[src/rtl/param_regfile_sb.sv]
// rtl/param_regfile_sb.sv - parametrised register file with busy scoreboard; write-first bypass under REGFILE_BYPASS_EN
module param_regfile_sb #(
    parameter int DW    = 32,
    parameter int DEPTH = 32,
    parameter int AW    = $clog2(DEPTH),
    parameter int NRD   = 2
) (
    input  logic              clk,
    input  logic              rst,
    input  logic              RegW,
    input  logic [AW-1:0]     DR,
    input  logic [DW-1:0]     data_write,
    input  logic [NRD-1:0]    rd_en,
    input  logic [NRD*AW-1:0] SR,
    output logic [NRD*DW-1:0] SR_out,
    input  logic              sb_set,
    input  logic [AW-1:0]     sb_addr,
    input  logic              sb_clr,
    output logic [NRD-1:0]    busy,
    output logic              any_busy
);

    logic [DW-1:0]     regs [DEPTH];
    logic [DEPTH-1:0]  sb;
    logic [DEPTH-1:0]  sb_next;
    logic [NRD*DW-1:0] rd_next;
    logic              wr_ok;
    logic              sb_set_ok;
    logic              sb_clr_ok;

    assign wr_ok     = RegW && (DR != '0);
    assign sb_set_ok = sb_set && (sb_addr != '0);
    assign sb_clr_ok = sb_clr && (DR != '0);

    // Disabled ports keep their last value; address 0 always yields zero.
    always_comb begin
        rd_next = SR_out;
        for (int k = 0; k < NRD; k++) begin
            if (rd_en[k]) begin
                if (SR[k*AW +: AW] == '0) begin
                    rd_next[k*DW +: DW] = '0;
`ifdef REGFILE_BYPASS_EN
                end else if (wr_ok && (DR == SR[k*AW +: AW])) begin
                    rd_next[k*DW +: DW] = data_write;
`endif
                end else begin
                    rd_next[k*DW +: DW] = regs[SR[k*AW +: AW]];
                end
            end
        end
    end

    always_ff @(posedge clk) begin
        if (rst) begin
            for (int i = 0; i < DEPTH; i++) begin
                regs[i] <= '0;
            end
            SR_out <= '0;
        end else begin
            if (wr_ok) begin
                regs[DR] <= data_write;
            end
            SR_out <= rd_next;
        end
    end

    // Clear is applied before set so a same-address set (newer writer) wins.
    always_comb begin
        sb_next = sb;
        if (sb_clr_ok) begin
            sb_next[DR] = 1'b0;
        end
        if (sb_set_ok) begin
            sb_next[sb_addr] = 1'b1;
        end
        sb_next[0] = 1'b0;
    end

    always_ff @(posedge clk) begin
        if (rst) begin
            sb <= '0;
        end else begin
            sb <= sb_next;
        end
    end

    always_comb begin
        busy = '0;
        for (int k = 0; k < NRD; k++) begin
            busy[k] = sb[SR[k*AW +: AW]];
`ifdef REGFILE_BYPASS_EN
            // The value being forwarded is the completing write, so it is not a hazard.
            if (sb_clr && wr_ok && rd_en[k] && (DR == SR[k*AW +: AW])) begin
                busy[k] = 1'b0;
            end
`endif
        end
    end

    assign any_busy = |sb[DEPTH-1:1];

endmodule

[config.mk]
export PLATFORM = sky130hd
export DESIGN_NAME = param_regfile_sb
export DESIGN_NICKNAME = d
export VERILOG_FILES = /design/src/rtl/param_regfile_sb.sv
export SDC_FILE = /design/constraint.sdc
export NUM_CORES = 2
export LEC_CHECK = 0
export ABC_AREA = 1
export BUFFER_PORTS_ARGS = -buffer_cell sky130_fd_sc_hd__buf_4
export CAP_MARGIN = 15
export CORE_UTILIZATION = 36
export DETAILED_ROUTE_END_ITERATION = 6
export GPL_TIMING_DRIVEN = 1
export PLACE_DENSITY = 0.57
export RECOVER_POWER = 100
export SLEW_MARGIN = 5
export SYNTH_ARGS = -nofsm -noshare
export SYNTH_HDL_FRONTEND = slang
export SYNTH_SLANG_ARGS = --single-unit
[constraint.sdc]
create_clock -name clk -period 2.6 [get_ports clk]
set_clock_uncertainty 0.15 [all_clocks]
set_input_delay 0.52 -clock clk [delete_from_list [all_inputs] [get_ports clk]]
set_output_delay 0.52 -clock clk [all_outputs]
set_load 0.005 [all_outputs]
==> results.py <==
metrics = {
    "run_status": {
        "outcome": "finished, violations left",
        "violations": "max-capacitance violations, max-slew violations, negative setup slack",
    },
    "power_and_ir_drop": {
        "ir_drop_mv": 0.6732,
        "cellLeakagePower_uw": 0.03119,
        "powerDensity_nw_per_um2": 647.6,
    },
    "critical_path": {
        "criticalPathCategory": "reg -> out",
        "cpLargestDelayFamily": "simple AND/OR/NAND/NOR gates",
        "cp.buffers_inverters": 1,
        "path_cells": "nor2_1, o211a_1, nor2_1, nor2_1, nor2_2, buf_4",
        "cp.arrival_ns": 2.08,
        "required_ns": 1.93,
        "cp_slowest_cell": "dfxtp_1",
        "crit_path_frequent_cell": "nor2_1",
        "max_stage_delay_ns": 0.44,
        "cp-end-kind": "output pin",
        "cp_max_fo": 4,
        "start_kind": "register",
    },
    "global_route": {
        "grtUsageTotal": 0.3044,
        "grt_pass1_wl_um": 385600,
        "grt-ovfl-total": 0,
        "antenna_found_initial": 4,
        "grt_pass1_vias": 55920,
        "grt_max_degree": 128,
    },
    "logic_synthesis": {
        "ys_ff_latch": 1119,
        "synth_ff_type": "edfxtp_1",
        "synth.area.top_cells": "edfxtp_1 50%, nand2_1 16%, nor2_1 8.3%",
        "synth_edf_count": 1024,
        "ys_async_sr_fraction": 0,
        "synth_cells": 8147,
        "muxShareOfSynthArea": 0,
        "synthMostInstantiatedCell": "nand2_1",
        "avgSynthCellArea_um2": 7.611,
        "synth_top_family_by_area": "simple AND/OR/NAND/NOR gates",
        "synth_commonest_cells": "2621 x nand2_1, 1379 x nor2_1, 1024 x edfxtp_1",
        "syn_area_um2": 62010,
        "yosysSeqAreaShare": 0.5266,
        "synth_simple_gate_area_share": 0.3364,
        "synth_compound_area_frac": 0.05743,
        "synth_fa_ha_area_frac": 0,
        "ys_types": 27,
        "synthDominantCellAreaShare": 0.4959,
        "synth_top_cell_by_area": "edfxtp_1",
        "yosysWarnings": 0,
        "synth_xor_area_frac": 0,
    },
    "clocking": {
        "cts_buffers": 133,
        "clk_latency_ns": 0.81,
        "clkSinkCount": 1119,
        "clk_path_buf_depth": 3,
        "cts_tree": "done",
        "htreeDepth": 4,
        "cts-root-buf": "clkbuf_16",
        "path_clk_slew_ns": 0.06,
        "cts_setup_buffers": 0,
    },
    "place": {
        "gp_congestion": 0.9388,
        "post-dp-hpwl_um": 171800,
        "placed_area_um2": 69160,
        "portBuffers": 125,
        "dp.cells": 10400,
        "pre_cts_slack_ns": -0.05497,
    },
    "min_path": {
        "hold_class": "in -> reg",
    },
    "route": {
        "wirelength_um": 270200,
        "num_vias": 59730,
        "route.detailed.drc": 0,
        "antenna_left": 0,
        "drt_iter0_drc": 9171,
        "first_pass_iters": 6,
        "avgViaCountPerCell": 5.605,
        "wire_per_inst_um": 25.36,
    },
    "finish": {
        "layout.cells.non_filler": 10660,
        "drive_gt1_frac": 0.1001,
        "final_area_um2": 72010,
        "syn2layout_area_growth_pct": 16.13,
        "final_nets": 8307,
    },
    "run": {
        "cap_viol_max_count": 11,
    },
    "floorplan": {
        "die_x_um": 417.0,
        "rows": 151,
        "initial_core_util": 0.3643,
        "dieArea_um2": 173900,
        "coreArea_um2": 170200,
        "io_pins": 126,
        "die_y_um": 417.0,
    },
    "sta": {
        "setup_viol": 3,
        "fin_crit_sh": 1.059,
        "hold_viol_final": 0,
        "max_freq_mhz": 363.2,
        "layout_setup_ws_ns": -0.1530,
        "rsz0062_at_grt": "true",
        "relSlewSlack": -0.5374,
        "maxSlewViolCount": 356,
        "tightest_slew_ns": 2.306,
        "fin_crit_ns": 2.753,
    },
}
cell type report:
cell class | count | area [µm²]
clock inverters | 69 | 658.1
inverters | 550 | 2092
well taps | 2295 | 2872
diodes | 2 | 5.005
fillers | 16910 | 98220
multi-input cells | 5852 | 24580
clock buffers | 176 | 3674
flip-flops and latches | 1119 | 32670
repair buffers | 592 | 5451
final timing paths:
kind,start,endpoint,slack (ns),cells past startpoint
worst max register to register,regs[24][28]$_SDFFCE_PN0P_,SR_out[60]$_SDFFE_PP0P_,0.75,8
worst max-delay path,sb[27]$_SDFF_PP0_,busy[0],-0.15,6
worst min-delay path,DR[1],sb[1]$_SDFF_PP0_,0.14,6
worst min register to register,SR_out[62]$_SDFFE_PP0P_,SR_out[62]$_SDFFE_PP0P_,0.31,2
tightest hold or removal path: stages:
cell	delay [ns]
buf_4	0.09
inv_1	0.04
nand2_1	0.08
buf_4	0.14
o31ai_1	0.07
a21oi_1	0.11
metal layers:
layer	wire length [µm]	track usage	share of wire
met1	102600	0.3997	0.38
met2	117500	0.4663	0.44
met3	32790	0.06207	0.12
met4	17280	0.1737	0.064
met5	0	0	0
power breakdown:
part | internal [µW] | leakage, µW | switching (µW)
clock network | 10700 | 0.00213 | 8140
registers | 20600 | 0.0105 | 552
logic | 1950 | 0.0185 | 4610
total | 33300 | 0.0312 | 13300
metrics by stage:
step	util	total power (µW)	hold slack (ns)	setup TNS, ns
after floorplan	-	24870	0.2940	-5.747
after global placement	0.4063	28050	0.3052	-0.1747
after detailed placement	0.4063	28120	0.3063	-0.09469
after CTS	0.4325	46820	0.1115	-0.5050
after global routing	0.4230	47910	0.1791	-3.006
final	0.4230	46630	0.1412	-0.3345
cell families after synthesis:
| logic type | after synthesis |
|---|---|
| buf+inv | 1207 |
| simple gates | 5133 |
| other cells | 1 |
| compound gates | 687 |
| flops | 1119 |
state kept, by name, summed over array words and instances (netlist names):
name	count
sb	31
SR_out	64
regs	1024
placed cells by master (no fill, tap or decap), types with 72 or more instances in the layout:
| cell type | instances |
|---|---|
| nand2_1 | 2616 |
| nor2_1 | 1378 |
| edfxtp_1 | 1024 |
| nand3_1 | 1002 |
| inv_1 | 533 |
| a21oi_1 | 381 |
| buf_4 | 251 |
| o21ai_0 | 243 |
| clkbuf_16 | 136 |
| buf_12 | 114 |
| clkbuf_1 | 108 |
| or2_2 | 100 |
| dfxtp_1 | 84 |
| clkbuf_2 | 72 |
repair_timing:
| action | 4_1_cts | 5_1_grt |
|---|---|---|
| pin swaps | 6 | 6 |
| endpoints found under the setup margin | 3 | 3 |
| gates cloned | 0 | 0 |
| hold buffers | 11 | 0 |
| hold endpoints to repair | 30 | 0 |
| resized for setup | 32 | 5 |
No activity file was read; power rests on OpenSTA's default activity.
